==> src/rtl/lsu_pkg.sv <==
// Shared types and helpers for the load/store unit.
// Holds the FSM state enum, Funct3 access codes and the WAIT_R timeout default.
package lsu_pkg;

  typedef enum logic [1:0] {
    IDLE,
    REQ,
    WAIT_R,
    DONE
  } lsu_state_e;

  localparam logic [2:0] F3_B  = 3'b000;
  localparam logic [2:0] F3_H  = 3'b001;
  localparam logic [2:0] F3_W  = 3'b010;
  localparam logic [2:0] F3_BU = 3'b100;
  localparam logic [2:0] F3_HU = 3'b101;

  localparam int TIMEOUT_DEFAULT = 255;

  function automatic logic f3_legal(
    input logic [2:0] f3,
    input logic       wr
  );
    return (f3 == F3_B) || (f3 == F3_H) || (f3 == F3_W) ||
           (!wr && ((f3 == F3_BU) || (f3 == F3_HU)));
  endfunction

  function automatic logic [3:0] byte_en(
    input logic [2:0] f3,
    input logic [1:0] a
  );
    unique case (f3[1:0])
      2'b00:   return 4'b0001 << a;
      2'b01:   return 4'b0011 << a;
      default: return 4'b1111;
    endcase
  endfunction

  function automatic logic [31:0] wdata_rep(
    input logic [2:0]  f3,
    input logic [31:0] sd
  );
    unique case (f3[1:0])
      2'b00:   return {4{sd[7:0]}};
      2'b01:   return {2{sd[15:0]}};
      default: return sd;
    endcase
  endfunction

endpackage

==> src/rtl/lsu_if.sv <==
// Memory bus between the load/store unit (master) and memory (slave).
// Request: BusValid/BusReady, BusWrite, BusAddr, BusWData, BusByteEn; response: BusRData/BusRValid.
interface lsu_if;
  logic        BusValid;
  logic        BusReady;
  logic        BusWrite;
  logic [31:0] BusAddr;
  logic [31:0] BusWData;
  logic [3:0]  BusByteEn;
  logic [31:0] BusRData;
  logic        BusRValid;

  modport master (
    output BusValid, BusWrite, BusAddr, BusWData, BusByteEn,
    input  BusReady, BusRData, BusRValid
  );

  modport slave (
    input  BusValid, BusWrite, BusAddr, BusWData, BusByteEn,
    output BusReady, BusRData, BusRValid
  );
endinterface

==> src/rtl/lsu_load_align.sv <==
// Combinational load lane select and sign/zero extension.
// Ports: i_rdata (bus word), i_a (byte offset), i_funct3 (access type), o_data (extended result).
module lsu_load_align
  import lsu_pkg::*;
(
  input  logic [31:0] i_rdata,
  input  logic [1:0]  i_a,
  input  logic [2:0]  i_funct3,
  output logic [31:0] o_data
);

  logic [7:0]  w_b;
  logic [15:0] w_h;

  always_comb begin
    w_b    = 8'(i_rdata >> {i_a, 3'b000});
    w_h    = i_a[1] ? i_rdata[31:16] : i_rdata[15:0];
    o_data = i_rdata;
    unique case (1'b1)
      (i_funct3 == F3_B):  o_data = {{24{w_b[7]}}, w_b};
      (i_funct3 == F3_H):  o_data = {{16{w_h[15]}}, w_h};
      (i_funct3 == F3_BU): o_data = {24'h0, w_b};
      (i_funct3 == F3_HU): o_data = {16'h0, w_h};
      default:             o_data = i_rdata;
    endcase
  end

endmodule

==> src/rtl/load_store_unit.sv <==
// Load/store unit: one bus access per MemReq through IDLE/REQ/WAIT_R/DONE.
// Ports: clk, rst_n, MemReq/MemWrite/Funct3/Address/StoreData in; MemoryData/Stall/AccessFault out; bus (lsu_if.master).
// Option: define LSU_MISALIGN_TRAP_EN to fault misaligned half/word accesses instead of aligning them.
module load_store_unit
  import lsu_pkg::*;
#(
  parameter int TIMEOUT_CYCLES = TIMEOUT_DEFAULT
) (
  input  logic        clk,
  input  logic        rst_n,
  input  logic        MemReq,
  input  logic        MemWrite,
  input  logic [2:0]  Funct3,
  input  logic [31:0] Address,
  input  logic [31:0] StoreData,
  output logic [31:0] MemoryData,
  output logic        Stall,
  output logic        AccessFault,
  lsu_if.master       bus
);

  lsu_state_e  r_state;
  lsu_state_e  w_next;
  logic [7:0]  r_cnt;
  logic [2:0]  r_f3;
  logic [1:0]  r_a;
  logic        r_valid;
  logic        r_write;
  logic [31:0] r_baddr;
  logic [31:0] r_wdata;
  logic [3:0]  r_be;
  logic [31:0] r_mdata;
  logic        r_fault;
  logic        w_mis;
  logic        w_legal;
  logic        w_tmo;
  logic [31:0] w_addr;
  logic [31:0] w_load;

`ifdef LSU_MISALIGN_TRAP_EN
  assign w_mis  = ((Funct3[1:0] == 2'b01) && Address[0]) ||
                  ((Funct3[1:0] == 2'b10) && (Address[1:0] != 2'b00));
  assign w_addr = Address;
`else
  assign w_mis = 1'b0;
  always_comb begin
    w_addr = Address;
    if (Funct3[1:0] == 2'b01)
      w_addr[0] = 1'b0;
    else if (Funct3[1:0] == 2'b10)
      w_addr[1:0] = 2'b00;
  end
`endif

  assign w_legal = f3_legal(Funct3, MemWrite) && !w_mis;
  assign w_tmo   = (r_cnt == 8'(TIMEOUT_CYCLES - 1));

  lsu_load_align u_align (
    .i_rdata  (bus.BusRData),
    .i_a      (r_a),
    .i_funct3 (r_f3),
    .o_data   (w_load)
  );

  always_ff @(posedge clk or negedge rst_n) begin
    if (!rst_n) r_state <= IDLE;
    else        r_state <= w_next;
  end

  always_comb begin
    w_next = r_state;
    unique case (r_state)
      IDLE:   if (MemReq) w_next = w_legal ? REQ : DONE;
      REQ:    if (bus.BusReady) w_next = r_write ? DONE : WAIT_R;
      WAIT_R: if (bus.BusRValid || w_tmo) w_next = DONE;
      DONE:   w_next = IDLE;
      default: w_next = IDLE;
    endcase
  end

  always_ff @(posedge clk or negedge rst_n) begin
    if (!rst_n) begin
      r_cnt   <= '0;
      r_f3    <= '0;
      r_a     <= '0;
      r_valid <= 1'b0;
      r_write <= 1'b0;
      r_baddr <= '0;
      r_wdata <= '0;
      r_be    <= '0;
      r_mdata <= '0;
      r_fault <= 1'b0;
    end else begin
      r_fault <= 1'b0;
      r_cnt   <= (r_state == WAIT_R) ? r_cnt + 8'd1 : 8'd0;
      unique case (r_state)
        IDLE: begin
          if (MemReq && w_legal) begin
            r_f3    <= Funct3;
            r_a     <= w_addr[1:0];
            r_valid <= 1'b1;
            r_write <= MemWrite;
            r_baddr <= {w_addr[31:2], 2'b00};
            r_wdata <= wdata_rep(Funct3, StoreData);
            r_be    <= byte_en(Funct3, w_addr[1:0]);
          end else if (MemReq) begin
            r_fault <= 1'b1;
            r_mdata <= '0;
          end
        end
        REQ: begin
          if (bus.BusReady) begin
            r_valid <= 1'b0;
            r_write <= 1'b0;
          end
        end
        WAIT_R: begin
          if (bus.BusRValid) begin
            r_mdata <= w_load;
          end else if (w_tmo) begin
            r_mdata <= '0;
            r_fault <= 1'b1;
          end
        end
        default: ;
      endcase
    end
  end

  assign Stall         = MemReq && (r_state != DONE);
  assign MemoryData    = r_mdata;
  assign AccessFault   = r_fault;
  assign bus.BusValid  = r_valid;
  assign bus.BusWrite  = r_write;
  assign bus.BusAddr   = r_baddr;
  assign bus.BusWData  = r_wdata;
  assign bus.BusByteEn = r_be;

endmodule

==> src/flat_wrapper.sv <==
// flat-port wrapper written by rule: the top's interface ports become plain ports
module load_store_unit_flat import lsu_pkg::*;
#(
  parameter int TIMEOUT_CYCLES = TIMEOUT_DEFAULT
)
  (clk, rst_n, MemReq, MemWrite, Funct3, Address, StoreData, MemoryData, Stall, AccessFault, bus_BusValid, bus_BusWrite, bus_BusAddr, bus_BusWData, bus_BusByteEn, bus_BusReady, bus_BusRData, bus_BusRValid);
  lsu_if bus_i ();
  input  logic clk;
  input  logic rst_n;
  input  logic MemReq;
  input  logic MemWrite;
  input  logic [2:0] Funct3;
  input  logic [31:0] Address;
  input  logic [31:0] StoreData;
  output logic [31:0] MemoryData;
  output logic Stall;
  output logic AccessFault;
  output wire logic [$bits(bus_i.BusValid)-1:0] bus_BusValid;
  output wire logic [$bits(bus_i.BusWrite)-1:0] bus_BusWrite;
  output wire logic [$bits(bus_i.BusAddr)-1:0] bus_BusAddr;
  output wire logic [$bits(bus_i.BusWData)-1:0] bus_BusWData;
  output wire logic [$bits(bus_i.BusByteEn)-1:0] bus_BusByteEn;
  input wire logic [$bits(bus_i.BusReady)-1:0] bus_BusReady;
  input wire logic [$bits(bus_i.BusRData)-1:0] bus_BusRData;
  input wire logic [$bits(bus_i.BusRValid)-1:0] bus_BusRValid;
  assign bus_BusValid = bus_i.BusValid;
  assign bus_BusWrite = bus_i.BusWrite;
  assign bus_BusAddr = bus_i.BusAddr;
  assign bus_BusWData = bus_i.BusWData;
  assign bus_BusByteEn = bus_i.BusByteEn;
  assign bus_i.BusReady = bus_BusReady;
  assign bus_i.BusRData = bus_BusRData;
  assign bus_i.BusRValid = bus_BusRValid;
  load_store_unit #(.TIMEOUT_CYCLES(TIMEOUT_CYCLES)) u_core (.clk(clk), .rst_n(rst_n), .MemReq(MemReq), .MemWrite(MemWrite), .Funct3(Funct3), .Address(Address), .StoreData(StoreData), .MemoryData(MemoryData), .Stall(Stall), .AccessFault(AccessFault), .bus(bus_i));
endmodule
==> config.mk <==
export PLATFORM = sky130hd
export DESIGN_NAME = load_store_unit_flat
export DESIGN_NICKNAME = d
export VERILOG_FILES = /design/src/rtl/lsu_pkg.sv /design/src/rtl/lsu_if.sv /design/src/rtl/lsu_load_align.sv /design/src/rtl/load_store_unit.sv /design/src/flat_wrapper.sv
export SDC_FILE = /design/constraint.sdc
export NUM_CORES = 1
export LEC_CHECK = 0
export CAP_MARGIN = 20
export CORE_ASPECT_RATIO = 1.1
export CORE_MARGIN = 8
export CORE_UTILIZATION = 46
export CTS_BUF_LIST = sky130_fd_sc_hd__clkbuf_8 sky130_fd_sc_hd__clkbuf_16
export CTS_CLUSTER_DIAMETER = 60
export DETAILED_ROUTE_END_ITERATION = 7
export PLACE_DENSITY = 0.81
export SYNTH_ARGS = -nofsm -noshare
export SYNTH_HDL_FRONTEND = slang
export SYNTH_HIERARCHICAL = 1
export SYNTH_SLANG_ARGS = --single-unit
==> constraint.sdc <==
create_clock -name clk -period 2.1 [get_ports clk]
set_input_delay 0.63 -clock clk [delete_from_list [all_inputs] [get_ports clk]]
set_output_delay 0.63 -clock clk [all_outputs]
set_load 0.01 [all_outputs]
==> results of run 1 <==
[area by class of cell]
cell class	count	area, µm²
Sequential cell	116	2900
Clock buffer	21	480
Fill cell	924	3920
Multi-Input combinational cell	386	2860
Timing Repair Buffer	246	2400
Tap cell	161	201
Clock inverter	10	201
Inverter	9	33.8
[worst max-delay path by stage]
stage / startpoint / end / slack, ns / depth (start not counted)
4_1_cts: u_core/MemoryData[7] / MemoryData[7] / 0.05 / 1
6_report: bus_BusRData[31] / u_core/MemoryData[8] / 0.04 / 6
3_3_place_gp: bus_BusRData[31] / u_core/MemoryData[8] / -0.55 / 6
5_1_grt: u_core/r_state[0] / u_core/r_state[1] / 0.01 / 7
2_1_floorplan: bus_BusRData[31] / u_core/MemoryData[16] / -0.003 / 6
3_5_place_dp: bus_BusRData[23] / u_core/MemoryData[13] / -0.61 / 6
[flip-flops by register name (all words and copies together), names as in the netlist]
| signal | flops |
|---|---|
| u_core/AccessFault | 1 |
| u_core/MemoryData | 32 |
| u_core/bus.BusAddr | 30 |
| u_core/bus.BusByteEn | 4 |
| u_core/bus.BusValid | 1 |
| u_core/bus.BusWData | 32 |
| u_core/bus.BusWrite | 1 |
| u_core/r_a | 2 |
| u_core/r_cnt | 8 |
| u_core/r_f3 | 3 |
| u_core/r_state | 2 |
[what timing repair did]
item	in CTS	in global routing
setup endpoints to repair	21	0
gates resized for setup	9	0
setup buffers	0	0
[power groups by stage]
stage	combinational (mW)	sequential (mW)	clock, mW
after detailed placement	5.89	3.88	0
after global routing	6.37	3.97	3.49
after global placement	5.74	3.81	0
after floorplan	2.61	4.14	0
after CTS	5.98	3.86	3.39
final	5.94	3.85	3.34
[stage by stage]
step / area [µm²] / hold slack, ns / worst slack (ns) / setup TNS, ns / instances
finish: 9080 / 0.305 / 0.0412 / 0 / 949
global route: 9080 / 0.357 / 0.0135 / 0 / 949
CTS: 9080 / 0.338 / 0.0540 / 0 / 949
detailed placement: 8400 / 0.474 / -0.606 / -27.80 / 918
global placement: 8400 / 0.462 / -0.553 / -25.44 / 918
floorplan: 6020 / 0.334 / -0.00267 / -0.0267 / 553
[routing by layer]
metal / track usage (%) / vias to the layer above / share of wire (%)
met2: 38.6 / 216 / 50
met3: 11.3 / 26 / 10
met4: 8.12 / 0 / 1.7
met1: 22.7 / 2470 / 38
li1: - / 2391 / -
met5: 0 / - / 0
[cell families after synthesis]
logic type | after synthesis | share of synthesized area, %
AOI/OAI and AO/OA | 100 | 11.0
xor gates and xnor gates | 4 | 0.583
adders and majority gates | 6 | 1.25
buffers and inverters | 51 | 4.33
DFF | 116 | 48.3
muxes | 115 | 20.9
other | 1 | 0.0624
and+or+nand+nor | 159 | 13.6
[layout by cell type (no fill, tap or decap), types with 8 or more instances in the layout]
master             n
a21oi_1           25
and3_1            33
buf_4             37
clkbuf_16         17
clkdlybuf4s50_1  200
dfrtp_1          116
inv_1             10
mux2_1            10
mux2_2            66
mux2i_1           38
nand2_1           70
nand3b_1           8
nor2_1            11
nor2b_1           13
o21ai_0           38
[worst max-delay path: cells and delay by family]
family,cells,cell delay (ns)
AO/OA/AOI/OAI,1,0.26
buffers and inverters,1,0.28
multiplexers,2,0.80
AND/OR/NAND/NOR,2,0.37
==> key figures, run 1 <==
Status
  – Status: finished, final reports clean

Clock network
  – CTS buffer count: 17
  – CTS sink cnt: 116
  – Clock Path Buffers: 2
  – Clock Latency Late Sink: 0.42 ns
  – Hold buffers post-CTS: 0
  – CTS Root Cell: clkbuf_16
  – CTS tree: done
  – CTS clk-pin slew, worst paths: 0.05 ns
  – H-Tree Depth: 4

Synthesis
  – Yosys top cell area share: approximately half
  – Top post-synthesis cells by count: dfrtp_1 (116), nand2_1 (70), mux2_2 (66), mux2i_1 (38), o21ai_0 (38)
  – Mapped Area: 6010 µm²
  – Synth Area per Inst: around 11 µm²
  – Seq/Total Area, Yosys: 48.3%
  – Main flop type after synthesis: dfrtp_1
  – Yosys warnings: 6
  – Biggest area consumer among synthesized cells: dfrtp_1
  – Distinct cell type count after synthesis: between 50 and 60
  – Syn Inst Count: 552
  – Ys async rst share: 100%
  – Synthesized flop and latch total: between 100 and 150
  – Post-synth EDFFs: 0
  – Count leader, synth: dfrtp_1
  – Area contributors post-synth: dfrtp_1 (48%), mux2_2 (12%), mux2i_1 (6.3%)

Die
  – Die height: 136 µm
  – Die width: 125 µm
  – Initial Util: 46.3%
  – Die Area: around 17000 µm²
  – Area of the core: roughly 13000 µm²
  – Rows: 44
  – Ports: approximately 210

STA
  – # setup viols final: 0
  – Pins Over Slew Limit: 0
  – Slew headroom: 57.8%
  – Maximum clock rate: 486 MHz
  – Fin crit period: 2.06 ns
  – Final Hold Fails: 0
  – Slew @ Worst Pin: around 0.63 ns
  – Period utilization: between 90% and 100%
  – Skew final: just over 0.008 ns
  – Unrepaired setup endpoints after global routing: no

Critical path
  – Setup Crit Path Kind: input port to flop
  – Critical path's largest stage delay: 0.54 ns
  – Worst R2R Path Depth: 6
  – Worst EP required: about 2.4 ns
  – Nature of the critical path endpoint: flop
  – CP cell instances: dlygate4sd2_1 -> mux4_2 -> and2_4 -> a221o_1 -> and3_1 -> mux2_2
  – RR Startpoint: u_core/r_a[1]
  – Worst endpoint data arrival time: around 2.4 ns
  – CP Launch Type: input port
  – Worst Path Max Fanout: 4
  – Reg2reg setup slack: around 0.11 ns
  – CP max-delay cell: mux4_2
  – Worst R2R End: u_core/MemoryData[13]

Finish
  – Final Util: roughly 70%
  – Diode count: 0
  – Area grow syn2layout: 50.9%
  – Layout cells sized above 1: 18.7%
  – Layout net count: about 890

Route
  – Total number of vias: roughly 5.1k
  – DRC: 0
  – WL final: 18.8 mm
  – DRT Pass-1 Iters: 4
  – Antenna Violating Nets Remaining: 0
  – Drt initial violations: 326
  – Routed len/inst: 19.8 µm
  – Via-to-Cell Ratio: 5.38

Power and ir drop
  – Maximum VDD drop: around 0.86 mV
  – Tot Pwr: between 10 and 15 mW
  – Seq pwr share: about 29%
  – Sw Ratio: between 30% and 40%
  – Pint: around 8.8 mW
  – Switching pwr: between 4 and 5 mW
  – LEAKAGE: 4.23 nW
  – Power Density: between 1000 and 1500 nW/µm²
  – Clk pwr share: between 20% and 30%
  – Combinational share of power: between 40% and 50%

Global routing
  – Largest net degree at the start of global routing: 117
  – Vias in the first global route: ~5.6k
  – GRT Total Usage: 22.2%
  – Initial antenna violation count: 0
  – Grt ovf: 0
  – First-pass GRT wire length: a little under 30 mm

Placed design
  – Gpl congestion: around 0.86
  – Hpwl dp: 13.8 mm
  – IO buf count: 206

Worst hold path
  – Tightest Hold Check Type: input port to asynchronous set/reset pin

Job
  – MaxCap Viol Count: 0
Note: power is estimated with default switching activity, not from simulation.
==> run 2: changes to the inputs <==
--- a/config.mk
+++ b/config.mk
@@ -12,6 +12,7 @@
 export CTS_BUF_LIST = sky130_fd_sc_hd__clkbuf_8 sky130_fd_sc_hd__clkbuf_16
 export CTS_CLUSTER_DIAMETER = 60
 export DETAILED_ROUTE_END_ITERATION = 7
+export GPL_ROUTABILITY_DRIVEN = 0
 export PLACE_DENSITY = 0.81
 export SYNTH_ARGS = -nofsm -noshare
 export SYNTH_HDL_FRONTEND = slang
==> constraint.sdc (replaced) <==
create_clock -name clk -period 1.99 [get_ports clk]
set_input_delay 0.597 -clock clk [delete_from_list [all_inputs] [get_ports clk]]
set_output_delay 0.597 -clock clk [all_outputs]
set_load 0.01 [all_outputs]
==> run 2 against run 1 <==
Final cell count grew 1.3%. Sequential share of layout area shrank 0.33 points. Sequential power grew 4%. Largest cell class unchanged. Highest routed layer unchanged.
==> key figures, run 2 (same netlist as run 1, synthesis figures left out) <==
Global routing
  – Largest net degree at the start of global routing: 46 (-61%)
  – Initial antenna violation count: 0 (unchanged)
  – GRT Total Usage: 21.8% (-0.42 points)
  – Grt ovf: 0 (unchanged)
  – Vias in the first global route: 5760 (+2.4%)
  – First-pass GRT wire length: 29.7 mm (+0.19%)

Critical path
  – Worst Path Buf+Inv: 2 (+1)
  – Worst R2R Path Depth: 7 (+1)
  – CP max-delay cell: mux4_2
  – Worst EP required: 2.29 ns (-0.10 ns)
  – CP cell instances: clkdlybuf4s15_1 -> mux4_2 -> a32oi_4 -> buf_12 -> nand2_1 -> and3_1 -> mux2_2
  – Cell family with most CP delay: multiplexers
  – Worst endpoint data arrival time: 2.26 ns (-0.09 ns)
  – Worst R2R End: u_core/MemoryData[14]
  – RR Startpoint: u_core/r_a[0]
  – Setup Crit Path Kind: input port to flop
  – Reg2reg setup slack: 0.05 ns (-0.06 ns)
  – Worst Path Max Fanout: 16 (+12)
  – CP Launch Type: input port
  – Nature of the critical path endpoint: flop
  – Critical path's largest stage delay: 0.54 ns (about the same)

Finish
  – Multi-input gate area: 2880 µm² (+0.83%)
  – Commonest non-fill, non-tap cell in the layout: clkdlybuf4s50_1
  – Layout net count: 898 (+1.2%)
  – Area grow syn2layout: 52.5%
  – Storage element area: 2900 µm² (unchanged)
  – Fillers: 942 (+1.9%)
  – Final Util: 70.6% (+0.72 points)
  – Layout cells sized above 1: 20.4% (+1.7 points)
  – Most frequent cells in the layout: clkdlybuf4s50_1 (188), dfrtp_1 (116), nand2_1 (70)
  – Diode count: 0 (unchanged)

Clock network
  – CTS Root Cell: clkbuf_16
  – CTS clk-pin slew, worst paths: 0.06 ns (about the same)
  – CTS buffer count: 17 (unchanged)
  – Clock Latency Late Sink: 0.41 ns (about the same)
  – CTS sink cnt: 116 (unchanged)
  – Clock Path Buffers: 2 (unchanged)
  – Hold buffers post-CTS: 0 (unchanged)
  – Postcts setup bufs: 0 (unchanged)
  – CTS tree: done
  – H-Tree Depth: 4 (unchanged)

Route
  – Total number of vias: 5135 (+0.63%)
  – WL final: 18.6 mm (-1.2%)
  – DRT Pass-1 Iters: 4 (unchanged)
  – DRC: 0 (unchanged)
  – Routed len/inst: 19.3 µm (-2.4%)
  – Via-to-Cell Ratio: 5.34 (-0.63%)
  – Antenna Violating Nets Remaining: 0 (unchanged)
  – Drt initial violations: 252 (-23%)

Die
  – Initial Util: 46.3% (unchanged)
  – Die Area: 17000 µm² (unchanged)
  – Die height: 136 µm (unchanged)
  – Area of the core: 13000 µm² (unchanged)
  – Rows: 44 (unchanged)
  – Die width: 125 µm (unchanged)
  – Ports: 209 (unchanged)

Placed design
  – IO buf count: 206 (unchanged)
  – Hpwl dp: 13.9 mm (+0.68%)

Power and ir drop
  – Sw Ratio: 33.7% (+1.0 points)
  – Seq pwr share: 29.7% (+0.4 points)
  – Power Density: 1470 nW/µm² (+1.8%)
  – Pint: 8.94 mW (+1.2%)
  – LEAKAGE: 4.39 nW (+3.8%)
  – Maximum VDD drop: 1.03 mV (+20%)
  – Clk pwr share: 23.4% (-2.0 points)
  – Combinational share of power: 46.9% (+1.7 points)
  – Tot Pwr: 13.5 mW (+2.8%)
  – Switching pwr: 4.55 mW (+6.1%)

STA
  – Unrepaired setup endpoints after global routing: yes
  – # setup viols final: 0 (unchanged)
  – Final Hold Fails: 0 (unchanged)
  – Fin crit period: just under 2 ns
  – Skew final: 0.00997 ns (+0.00172 ns)
  – Maximum clock rate: ~510 MHz
  – Pins Over Slew Limit: 0 (unchanged)
  – Period utilization: a little over nine tenths

Status
  – Status: finished, final reports clean

Worst hold path
  – Tightest Hold Check Type: input port to asynchronous set/reset pin

Job
  – MaxCap Viol Count: 0 (unchanged)
-- run 2: layout make-up --
class,instances,share of cell area (%)
Tap cell,161,2.20
Timing Repair Buffer,257,27.6
Inverter,9,0.368
Clock buffer,20,5.09
Multi-Input combinational cell,386,31.4
Sequential cell,116,31.7
Clock inverter,12,1.68
-- run 2: power groups by stage --
stage / logic [mW] / clock network (mW) / registers (mW)
floorplan: 2.75 / 0 / 4.36
global placement: 6.18 / 0 / 3.95
detailed placement: 6.32 / 0 / 4.03
CTS: 6.36 / 3.22 / 4.01
global route: 6.84 / 3.32 / 4.12
finish: 6.33 / 3.16 / 4.00
-- run 2: how the worst max path moves through the flow --
stage / start / endpoint / cells past startpoint
2_1_floorplan: bus_BusRData[31] / u_core/MemoryData[16] / 6
3_3_place_gp: bus_BusRData[31] / u_core/MemoryData[8] / 6
3_5_place_dp: bus_BusRData[31] / u_core/MemoryData[9] / 6
4_1_cts: u_core/bus.BusWrite / bus_BusWrite / 1
5_1_grt: u_core/r_state[0] / u_core/MemoryData[7] / 7
6_report: bus_BusRData[23] / u_core/MemoryData[21] / 7
-- run 2: timing repair --
item / in CTS / in global routing
resized for setup: 11 / 19
setup endpoints to repair: 24 / 45
cloned: 0 / 0
-- run 2: through the flow --
stage          TNS [ns]  hold slack, ns  cells  instance area [µm²]  setup WS (ns)
2_1_floorplan     -1.05           0.301    553                 6020        -0.0797
3_3_place_gp     -35.74           0.461    929                 8520         -0.637
3_5_place_dp     -38.23           0.474    929                 8520         -0.675
4_1_cts               0           0.113    961                 9130        0.00896
5_1_grt         -0.0207           0.142    961                 9170        -0.0102
6_report              0           0.121    961                 9170         0.0265
-- run 2: routing by layer --
metal	share of wire [%]	track usage, %
met5	0	0
met4	2.1	8.46
met3	10	10.9
met2	49	36.3
met1	39	23.5
==> run 3: changes to the inputs <==
--- a/config.mk
+++ b/config.mk
@@ -12,7 +12,6 @@
 export CTS_BUF_LIST = sky130_fd_sc_hd__clkbuf_8 sky130_fd_sc_hd__clkbuf_16
 export CTS_CLUSTER_DIAMETER = 60
 export DETAILED_ROUTE_END_ITERATION = 7
-export GPL_ROUTABILITY_DRIVEN = 0
 export PLACE_DENSITY = 0.81
 export SYNTH_ARGS = -nofsm -noshare
 export SYNTH_HDL_FRONTEND = slang
==> results of run 3 <==
The final DEF is identical to that of run 2; final timing and power are the same.
